[src/rtl/ps2_pkg.sv]
// Shared PS/2 receive definitions: scancode constants, receiver state encoding
// and the frame parity rule.
package ps2_pkg;

    localparam int unsigned BYTE_W = 8;

    localparam logic [BYTE_W-1:0] SC_BREAK = 8'hF0;
    localparam logic [BYTE_W-1:0] SC_EXT   = 8'hE0;
    localparam logic [BYTE_W-1:0] SC_R     = 8'h2D;
    localparam logic [BYTE_W-1:0] SC_G     = 8'h34;
    localparam logic [BYTE_W-1:0] SC_B     = 8'h32;

    typedef enum logic [1:0] {
        IDLE   = 2'd0,
        DATA   = 2'd1,
        PARITY = 2'd2,
        STOP   = 2'd3
    } ps2_state_e;

    // Odd parity: data bits plus parity bit must contain an odd number of ones.
    function automatic logic parity_ok(input logic [BYTE_W-1:0] data, input logic par);
        return ^{data, par};
    endfunction

endpackage

[src/rtl/ps2_clk_filter.sv]
// Synchronises the raw PS/2 lines, deglitches the clock and emits a one-cycle
// strobe on each filtered falling edge. Receive-only; reusable by a transmitter.
module ps2_clk_filter #(
    parameter int unsigned FILTER_LEN = 8
) (
    input  logic clk,
    input  logic reset,
    input  logic ps2_clk,
    input  logic ps2_data,
    output logic data_sync,
    output logic fall
);

    localparam int unsigned CNT_W = $clog2(FILTER_LEN + 1);

    logic [1:0]       clk_sync_q, clk_sync_d;
    logic [1:0]       data_sync_q, data_sync_d;
    logic             filt_q, filt_d;
    logic [CNT_W-1:0] cnt_q, cnt_d;
    logic             fall_q, fall_d;

    always_ff @(posedge clk) begin
        if (!reset) begin
            clk_sync_q  <= 2'b11;
            data_sync_q <= 2'b11;
            filt_q      <= 1'b1;
            cnt_q       <= '0;
            fall_q      <= 1'b0;
        end else begin
            clk_sync_q  <= clk_sync_d;
            data_sync_q <= data_sync_d;
            filt_q      <= filt_d;
            cnt_q       <= cnt_d;
            fall_q      <= fall_d;
        end
    end

    // Filtered level flips only after FILTER_LEN consecutive differing samples.
    always_comb begin
        clk_sync_d  = {clk_sync_q[0], ps2_clk};
        data_sync_d = {data_sync_q[0], ps2_data};
        filt_d      = filt_q;
        cnt_d       = '0;
        if (clk_sync_q[1] != filt_q) begin
            if (cnt_q == CNT_W'(FILTER_LEN - 1)) begin
                filt_d = clk_sync_q[1];
            end else begin
                cnt_d = cnt_q + CNT_W'(1);
            end
        end
        fall_d = filt_q & ~filt_d;
    end

    assign data_sync = data_sync_q[1];
    assign fall      = fall_q;

endmodule

[src/rtl/ps2_scancode_rx.sv]
// PS/2 keyboard receiver: deserialises 11-bit frames into scancodes and
// optionally swallows break (release) sequences so only presses raise flag.
module ps2_scancode_rx
    import ps2_pkg::*;
#(
    parameter int unsigned FILTER_LEN   = 8,
    parameter int unsigned TIMEOUT_CYC  = 5000,
    parameter bit          FILTER_BREAK = 1'b1
) (
    input  logic              clk,
    input  logic              reset,
    input  logic              ps2_clk,
    input  logic              ps2_data,
    output logic [BYTE_W-1:0] scancode,
    output logic              flag,
    output logic              frame_err
);

    localparam int unsigned TMO_W = $clog2(TIMEOUT_CYC + 1);

    logic fall;
    logic data_s;

    ps2_state_e        state_q, state_d;
    logic [2:0]        bit_cnt_q, bit_cnt_d;
    logic [BYTE_W-1:0] shreg_q, shreg_d;
    logic              par_q, par_d;
    logic [TMO_W-1:0]  tmo_q, tmo_d;
    logic              break_pend_q, break_pend_d;
    logic [BYTE_W-1:0] scancode_q, scancode_d;
    logic              flag_q, flag_d;
    logic              err_q, err_d;

    ps2_clk_filter #(
        .FILTER_LEN (FILTER_LEN)
    ) u_filter (
        .clk       (clk),
        .reset     (reset),
        .ps2_clk   (ps2_clk),
        .ps2_data  (ps2_data),
        .data_sync (data_s),
        .fall      (fall)
    );

    always_ff @(posedge clk) begin
        if (!reset) begin
            state_q      <= IDLE;
            bit_cnt_q    <= '0;
            shreg_q      <= '0;
            par_q        <= 1'b0;
            tmo_q        <= '0;
            break_pend_q <= 1'b0;
            scancode_q   <= '0;
            flag_q       <= 1'b0;
            err_q        <= 1'b0;
        end else begin
            state_q      <= state_d;
            bit_cnt_q    <= bit_cnt_d;
            shreg_q      <= shreg_d;
            par_q        <= par_d;
            tmo_q        <= tmo_d;
            break_pend_q <= break_pend_d;
            scancode_q   <= scancode_d;
            flag_q       <= flag_d;
            err_q        <= err_d;
        end
    end

    always_comb begin
        state_d      = state_q;
        bit_cnt_d    = bit_cnt_q;
        shreg_d      = shreg_q;
        par_d        = par_q;
        tmo_d        = tmo_q;
        break_pend_d = break_pend_q;
        scancode_d   = scancode_q;
        flag_d       = 1'b0;
        err_d        = 1'b0;

        // Saturating mid-frame watchdog; any fall restarts it.
        if (fall || state_q == IDLE) begin
            tmo_d = '0;
        end else if (tmo_q != TMO_W'(TIMEOUT_CYC)) begin
            tmo_d = tmo_q + TMO_W'(1);
        end

        if (fall) begin
            case (state_q)
                IDLE: begin
                    if (!data_s) begin
                        state_d   = DATA;
                        bit_cnt_d = '0;
                    end
                end
                DATA: begin
                    shreg_d   = {data_s, shreg_q[BYTE_W-1:1]};
                    bit_cnt_d = bit_cnt_q + 3'd1;
                    if (bit_cnt_q == 3'd7) begin
                        state_d = PARITY;
                    end
                end
                PARITY: begin
                    par_d   = data_s;
                    state_d = STOP;
                end
                STOP: begin
                    state_d = IDLE;
                    if (parity_ok(shreg_q, par_q) && data_s) begin
                        if (FILTER_BREAK && shreg_q == SC_BREAK) begin
                            break_pend_d = 1'b1;
                        end else if (FILTER_BREAK && break_pend_q) begin
                            break_pend_d = 1'b0;
                        end else begin
                            scancode_d = shreg_q;
                            flag_d     = 1'b1;
                        end
                    end else begin
                        err_d = 1'b1;
                    end
                end
                default: state_d = IDLE;
            endcase
        end else if (state_q != IDLE && tmo_q == TMO_W'(TIMEOUT_CYC)) begin
            state_d = IDLE;
        end
    end

    assign scancode  = scancode_q;
    assign flag      = flag_q;
    assign frame_err = err_q;

endmodule

[config.mk]
export PLATFORM = sky130hd
export DESIGN_NAME = ps2_scancode_rx
export DESIGN_NICKNAME = d
export VERILOG_FILES = /design/src/rtl/ps2_pkg.sv /design/src/rtl/ps2_clk_filter.sv /design/src/rtl/ps2_scancode_rx.sv
export SDC_FILE = /design/constraint.sdc
export NUM_CORES = 1
export LEC_CHECK = 0
export CORE_MARGIN = 2
export CORE_UTILIZATION = 23
export CTS_BUF_LIST = sky130_fd_sc_hd__clkbuf_16
export DETAILED_ROUTE_END_ITERATION = 6
export PLACE_DENSITY_LB_ADDON = 0.08
export SLEW_MARGIN = 15
export SYNTH_ARGS = -nofsm -noshare
export SYNTH_HDL_FRONTEND = slang
export SYNTH_HIERARCHICAL = 1
export SYNTH_SLANG_ARGS = --single-unit
[constraint.sdc]
create_clock -name clk -period 2 [get_ports clk]
set_input_delay 0.6 -clock clk [delete_from_list [all_inputs] [get_ports clk]]
set_output_delay 0.6 -clock clk [all_outputs]
set_load 0.02 [all_outputs]
==> results of run 1 <==
[state kept, by name, summed over array words and instances (netlist names), 2 cells and up]
register	count
bit_cnt_q	3
scancode	8
shreg_q	8
state_q	2
tmo_q	13
u_filter/clk_sync_q	2
u_filter/cnt_q	4
u_filter/data_sync_q	2
[how the worst max path moves through the flow]
stage           startpoint     endpoint  slack [ps]  cells past startpoint
2_1_floorplan   shreg_q[1]  scancode[0]         370                      4
3_3_place_gp    shreg_q[0]  scancode[2]         250                      4
3_5_place_dp    shreg_q[0]  scancode[1]         220                      4
4_1_cts        scancode[1]  scancode[1]         150                      1
5_1_grt         state_q[0]  scancode[0]          30                      5
6_report       scancode[1]  scancode[1]         170                      1
[per-layer routing]
layer,global-route usage (%),part of all wire (%)
met2,15.69,45
met1,12.26,52
met5,0,0
met3,2.484,1.9
met4,3.430,0.91
[stage by stage]
step	worst slack (ps)	total power, mW	instance area, sq um	hold WS, ps	cells
2_1_floorplan	367.9	0.9994	2195	386.3	236
3_3_place_gp	253.2	1.017	2539	396.8	379
3_5_place_dp	215.0	1.018	2539	390.9	379
4_1_cts	145.9	1.985	2703	407.7	387
5_1_grt	30.49	2.023	2703	429.9	387
6_report	172.3	1.948	2703	406.9	387
[cell families after synthesis]
logic type / after synthesis
multiplexers: 13
buffers and inverters: 19
AND/OR/NAND/NOR: 98
adder cells (fa/ha/maj): 9
AO/OA/AOI/OAI: 31
XOR/XNOR: 18
flip-flops: 48
[power groups by stage]
| stage | Clock, mW | Combinational [mW] | Sequential (mW) |
|---|---|---|---|
| after global placement | 0 | 0.0331 | 0.984 |
| after global routing | 1.02 | 0.0360 | 0.962 |
| after floorplan | 0 | 0.0160 | 0.983 |
| after detailed placement | 0 | 0.0333 | 0.984 |
| after CTS | 0.990 | 0.0333 | 0.962 |
| final | 0.954 | 0.0318 | 0.962 |
[cell usage in the layout, fill, tap and decap left out, types with 2 or more instances in the layout]
| master | count |
|---|---|
| dfxtp_1 | 48 |
| nand2_1 | 37 |
| nand3_1 | 18 |
| nor2_1 | 15 |
| a21boi_0 | 13 |
| clkdlybuf4s50_1 | 13 |
| mux2i_1 | 12 |
| inv_1 | 11 |
| xnor2_1 | 10 |
| ha_1 | 9 |
| buf_4 | 9 |
| xor2_1 | 5 |
| a21oi_1 | 5 |
| o21ai_0 | 5 |
| nand2b_1 | 5 |
| clkbuf_16 | 5 |
| nor3_1 | 4 |
| nand3b_1 | 3 |
| or3_1 | 3 |
| a32oi_1 | 2 |
| nor2b_1 | 2 |
| nand4_1 | 2 |
| nor4b_1 | 2 |
| o311ai_0 | 2 |
[layout make-up]
| class | instances | area share (%) |
|---|---|---|
| clock buffer | 5 | 4.630 |
| sequential | 48 | 35.56 |
| clock inverter | 3 | 1.435 |
| multi-input combinational | 169 | 42.96 |
| inverter | 10 | 1.389 |
| tap | 129 | 5.972 |
| timing repair buffer | 23 | 8.056 |
==> results.py, run 1 <==
metrics = {
    "outcome": {
        "status": "completed",
    },
    "min_path": {
        "min_from": "u_filter/clk_sync_q[0]",
        "hold_depth": 1,
        "min_to": "u_filter/clk_sync_q[1]",
        "hold_class": "register to register",
    },
    "finish": {
        "final_util_pct": 29.25,
        "antennaDiodeCount": 0,
        "fillers": 996,
        "syn2layout_area_growth_pct": 23.15,
        "layout-drive-gt1-share_pct": 8.527,
        "regArea_sq_um": 960.9,
        "fin_nets": 270,
        "multiInputGateArea_sq_um": 1161,
    },
    "clock_network": {
        "cts_setup_buffers": 0,
        "h-tree-depth": 2,
        "cts_resized": 0,
        "cts-root-buf": "clkbuf_16",
        "cts_num_sinks": 48,
        "ctsHoldBuffers": 0,
        "cts.path.max_buffers": 2,
        "cts_tree": "built",
        "cts_buffers": 5,
        "clk_pin_slew_ps": 70,
        "clk_latency_ps": 280,
    },
    "yosys": {
        "synth_ff_type": "dfxtp_1",
        "synth_xor_area_share_pct": 9.179,
        "syn-instance-count": 236,
        "synth_top_area_share_pct": 43.79,
        "synth_top_family_by_area": "simple AND/OR/NAND/NOR gates",
        "yosysMostFrequentCell": "dfxtp_1",
        "synthTopCellsByCount": "dfxtp_1, nand2_1, nand3_1",
        "synth_edf_count": 0,
        "ys_seq_area_share_pct": 43.79,
        "synth.area.top_cells": "dfxtp_1, nand2_1, mux2i_1, ha_1, a21boi_0",
        "synth_fp_nets": 249,
        "avgSynthCellArea_sq_um": 9.299,
        "synth-simple-area-share_pct": 22.01,
        "syn_area_sq_um": 2195,
        "async_flop_share_pct": 0,
        "yosysTopAreaCell": "dfxtp_1",
        "yosys_warnings": 6,
        "synthMuxAreaShare_pct": 6.499,
        "synth_compound_area_share_pct": 10.09,
        "ys_ff_latch": 48,
        "yosys.area_share.adder_pct": 5.131,
        "synth_cell_type_count": 39,
    },
    "setup_path": {
        "cp_top_family": "buffers and inverters",
        "path_class": "register to primary output",
        "rr_startpoint": "shreg_q[0]",
        "critPathRequiredTime_ps": 1400,
        "cp-end-kind": "primary output",
        "start_kind": "register",
        "crit_buf_inv": 1,
        "worstPathCellList": "clkdlybuf4s50_1",
        "worstPathMaxFanout": 2,
        "cpPeakStageDelay_ps": 610,
        "cpMaxStageDelayCell": "clkdlybuf4s50_1",
        "worst-endpoint-arrival_ps": 1230,
        "rr_endpoint": "scancode[1]",
        "reg2reg_depth": 4,
        "reg2reg_slack_ps": 220,
    },
    "timing": {
        "relSlewSlack_pct": 69.51,
        "fin_crit_sh_pct": 91.39,
        "max_freq_mhz": 547.1,
        "rsz0062_at_grt": "no",
        "skew_ps": 5.292,
        "fin_tns_setup_ps": 0,
        "tightest_slew_ps": 447.8,
        "setup_violations": 0,
        "post-route-min-period_ps": 1828,
        "finalHoldViolCount": 0,
        "slew_viol_final": 0,
    },
    "power_and_ir_drop": {
        "p_sw_mw": 0.3881,
        "power_frac_seq_pct": 49.4,
        "switching_share_pct": 19.92,
        "clkPwrFrac_pct": 49.0,
        "ir_drop_mv": 0.3564,
        "powerDensity_nw_per_um2": 720.8,
        "p_int_mw": 1.560,
        "p_leak_nw": 0.8990,
        "p_comb_share_pct": 1.6,
    },
    "floorplanning": {
        "row_count": 35,
        "fp.dieH_microns": 101.7,
        "dieArea_sq_um": 10340,
        "start_util_pct": 23.75,
        "core_area_sq_um": 9240,
        "io_pins": 14,
        "dieWidth_microns": 101.7,
    },
    "route": {
        "drc": 0,
        "via_per_inst": 4.134,
        "routed-via-count": 1600,
        "drtIter0Drc": 48,
        "detail_route.wl_per_cell_microns": 11.39,
        "drtAntennaViolNets": 0,
        "first_pass_iters": 4,
        "routed_wl_microns": 4408,
    },
    "run": {
        "cap_viol_max_count": 0,
    },
    "grt": {
        "grt-ovfl-total": 0,
        "grt_max_degree": 33,
        "grt_pass1_wl_microns": 7866,
        "grt_usage_pct": 9.615,
        "grt_pass1_vias": 1652,
        "antenna_found_initial": 0,
    },
    "place": {
        "hpwlAfterDp_microns": 2934,
        "numPortBuffers": 13,
        "gp_congestion": 0.7206,
    },
}
Power figures use the tool's default switching activity.
==> inputs of run 2 (changes only) <==
- CORE_UTILIZATION: 23 -> 38
- SLEW_MARGIN: 15 -> unset
==> results.py, run 2 (synthesis results as in run 1) <==
metrics = {
    "outcome": {
        "status": "completed",
    },
    "finish": {
        "syn2layout_area_growth_pct": 17.79,
        "fin_area_sq_um": 2585,
        "fillers": 547,
        "layout-drive-gt1-share_pct": 7.059,
        "largest_reg_flops": 13,
        "final_common_cell": "dfxtp_1",
        "antennaDiodeCount": 0,
        "fin_nets": 267,
        "finalNonFillerCells": 327,
        "regMostFlops": "tmo_q",
        "layout_common_cells": "dfxtp_1, nand2_1, nand3_1, nor2_1",
    },
    "setup_path": {
        "cpMaxStageDelayCell": "clkdlybuf4s50_1",
        "cp-end-kind": "primary output",
        "reg2reg_slack_ps": 290,
        "worst-endpoint-arrival_ps": 1220,
        "worstPathMaxFanout": 2,
        "path_class": "register to primary output",
        "crit_buf_inv": 1,
        "rr_startpoint": "shreg_q[1]",
        "critPathRequiredTime_ps": 1400,
        "rr_endpoint": "flag",
        "start_kind": "register",
        "reg2reg_depth": 5,
        "cpPeakStageDelay_ps": 610,
        "worstPathCellList": "clkdlybuf4s50_1",
        "cp_top_family": "buffers and inverters",
    },
    "clock_network": {
        "ctsHoldBuffers": 0,
        "cts_tree": "built",
        "clk_latency_ps": 280,
        "cts_resized": 0,
        "cts.path.max_buffers": 2,
        "cts_setup_buffers": 0,
        "cts-root-buf": "clkbuf_16",
        "cts_num_sinks": 48,
        "h-tree-depth": 2,
        "clk_pin_slew_ps": 60,
        "cts_buffers": 5,
    },
    "min_path": {
        "min_to": "u_filter/data_sync_q[1]",
        "min_from": "u_filter/data_sync_q[0]",
        "hold_class": "register to register",
        "hold_depth": 1,
    },
    "floorplanning": {
        "row_count": 27,
        "core_area_sq_um": 5540,
        "start_util_pct": 39.61,
        "io_pins": 14,
        "dieArea_sq_um": 6399,
        "dieWidth_microns": 80.00,
        "fp.dieH_microns": 80.00,
    },
    "grt": {
        "grt_usage_pct": 13.51,
        "antenna_found_initial": 0,
        "grt_pass1_vias": 1474,
        "grt_max_degree": 29,
        "grt_pass1_wl_microns": 6782,
        "grt-ovfl-total": 0,
    },
    "route": {
        "routed_wl_microns": 3734,
        "detail_route.wl_per_cell_microns": 11.42,
        "first_pass_iters": 5,
        "drtAntennaViolNets": 0,
        "drtIter0Drc": 57,
        "drc": 0,
        "routed-via-count": 1570,
        "via_per_inst": 4.801,
    },
    "place": {
        "numPortBuffers": 13,
        "hpwlAfterDp_microns": 2622,
        "postPlaceCellArea_sq_um": 2445,
        "dp.cells": 319,
        "place_ws_ps": 293.4,
        "gp_congestion": 0.7356,
    },
    "timing": {
        "setup_violations": 0,
        "relSlewSlack_pct": 76.95,
        "rsz0062_at_grt": "no",
        "tightest_slew_ps": 342.6,
        "max_freq_mhz": 549.6,
        "finalHoldViolCount": 0,
        "fin_crit_sh_pct": 90.97,
        "post-route-min-period_ps": 1819,
        "fin_tns_setup_ps": 0,
        "skew_ps": 6.867,
        "slew_viol_final": 0,
        "fin_ws_ps": 180.7,
    },
    "run": {
        "cap_viol_max_count": 0,
    },
    "power_and_ir_drop": {
        "ir_drop_mv": 0.4264,
        "powerDensity_nw_per_um2": 686.9,
        "p_leak_nw": 0.8644,
    },
}
## run 2: cell types whose count changed in the layout (fill, tap and decap cells not counted)
cell / change
buf_4: -3
bufinv_16: -1
clkinv_1: +1
clkinv_2: -1
clkinvlp_4: +1
## run 2: final cells by class
class                           count  area, sq um  area share, %
Clock inverter                      3        15.01         0.5808
Timing Repair Buffer               20        195.2          7.551
Clock buffer                        5        125.1          4.840
Inverter                           10        37.54          1.452
Tap cell                           72        90.09          3.485
Sequential cell                    48        960.9          37.17
Multi-Input combinational cell    169         1161          44.92
## run 2: power breakdown
group          internal, mW  switching, mW  leakage, nW
clock network         0.454          0.331       0.0687
logic                0.0139         0.0138        0.408
registers             0.960        0.00261        0.388
total                  1.43          0.348        0.864
## run 2: metal layers
metal / vias up / share of wire (%) / wire length, microns / track usage [%]
met1: 702 / 55 / 2053 / 19.37
met2: 16 / 41 / 1536 / 19.17
met3: 4 / 2.4 / 88 / 3.394
met4: 0 / 1.5 / 55 / 5.593
met5: - / 0 / 0 / 0
li1: 848 / - / - / -
## run 2: worst max path at each step
stage | start | endpoint | depth (start not counted)
floorplan | shreg_q[1] | scancode[0] | 4
global placement | reset | scancode[3] | 4
detailed placement | reset | scancode[0] | 4
CTS | scancode[3] | scancode[3] | 1
global route | scancode[5] | scancode[5] | 1
finish | scancode[3] | scancode[3] | 1
## run 2: metrics by stage
step / util, % / hold WS [ps] / power [mW]
3_3_place_gp: 44.13 / 390.2 / 1.013
3_5_place_dp: 44.13 / 394.0 / 1.013
4_1_cts: 46.66 / 406.9 / 1.804
5_1_grt: 46.66 / 429.4 / 1.855
2_1_floorplan: - / 386.3 / 0.9994
6_report: 46.66 / 407.8 / 1.776
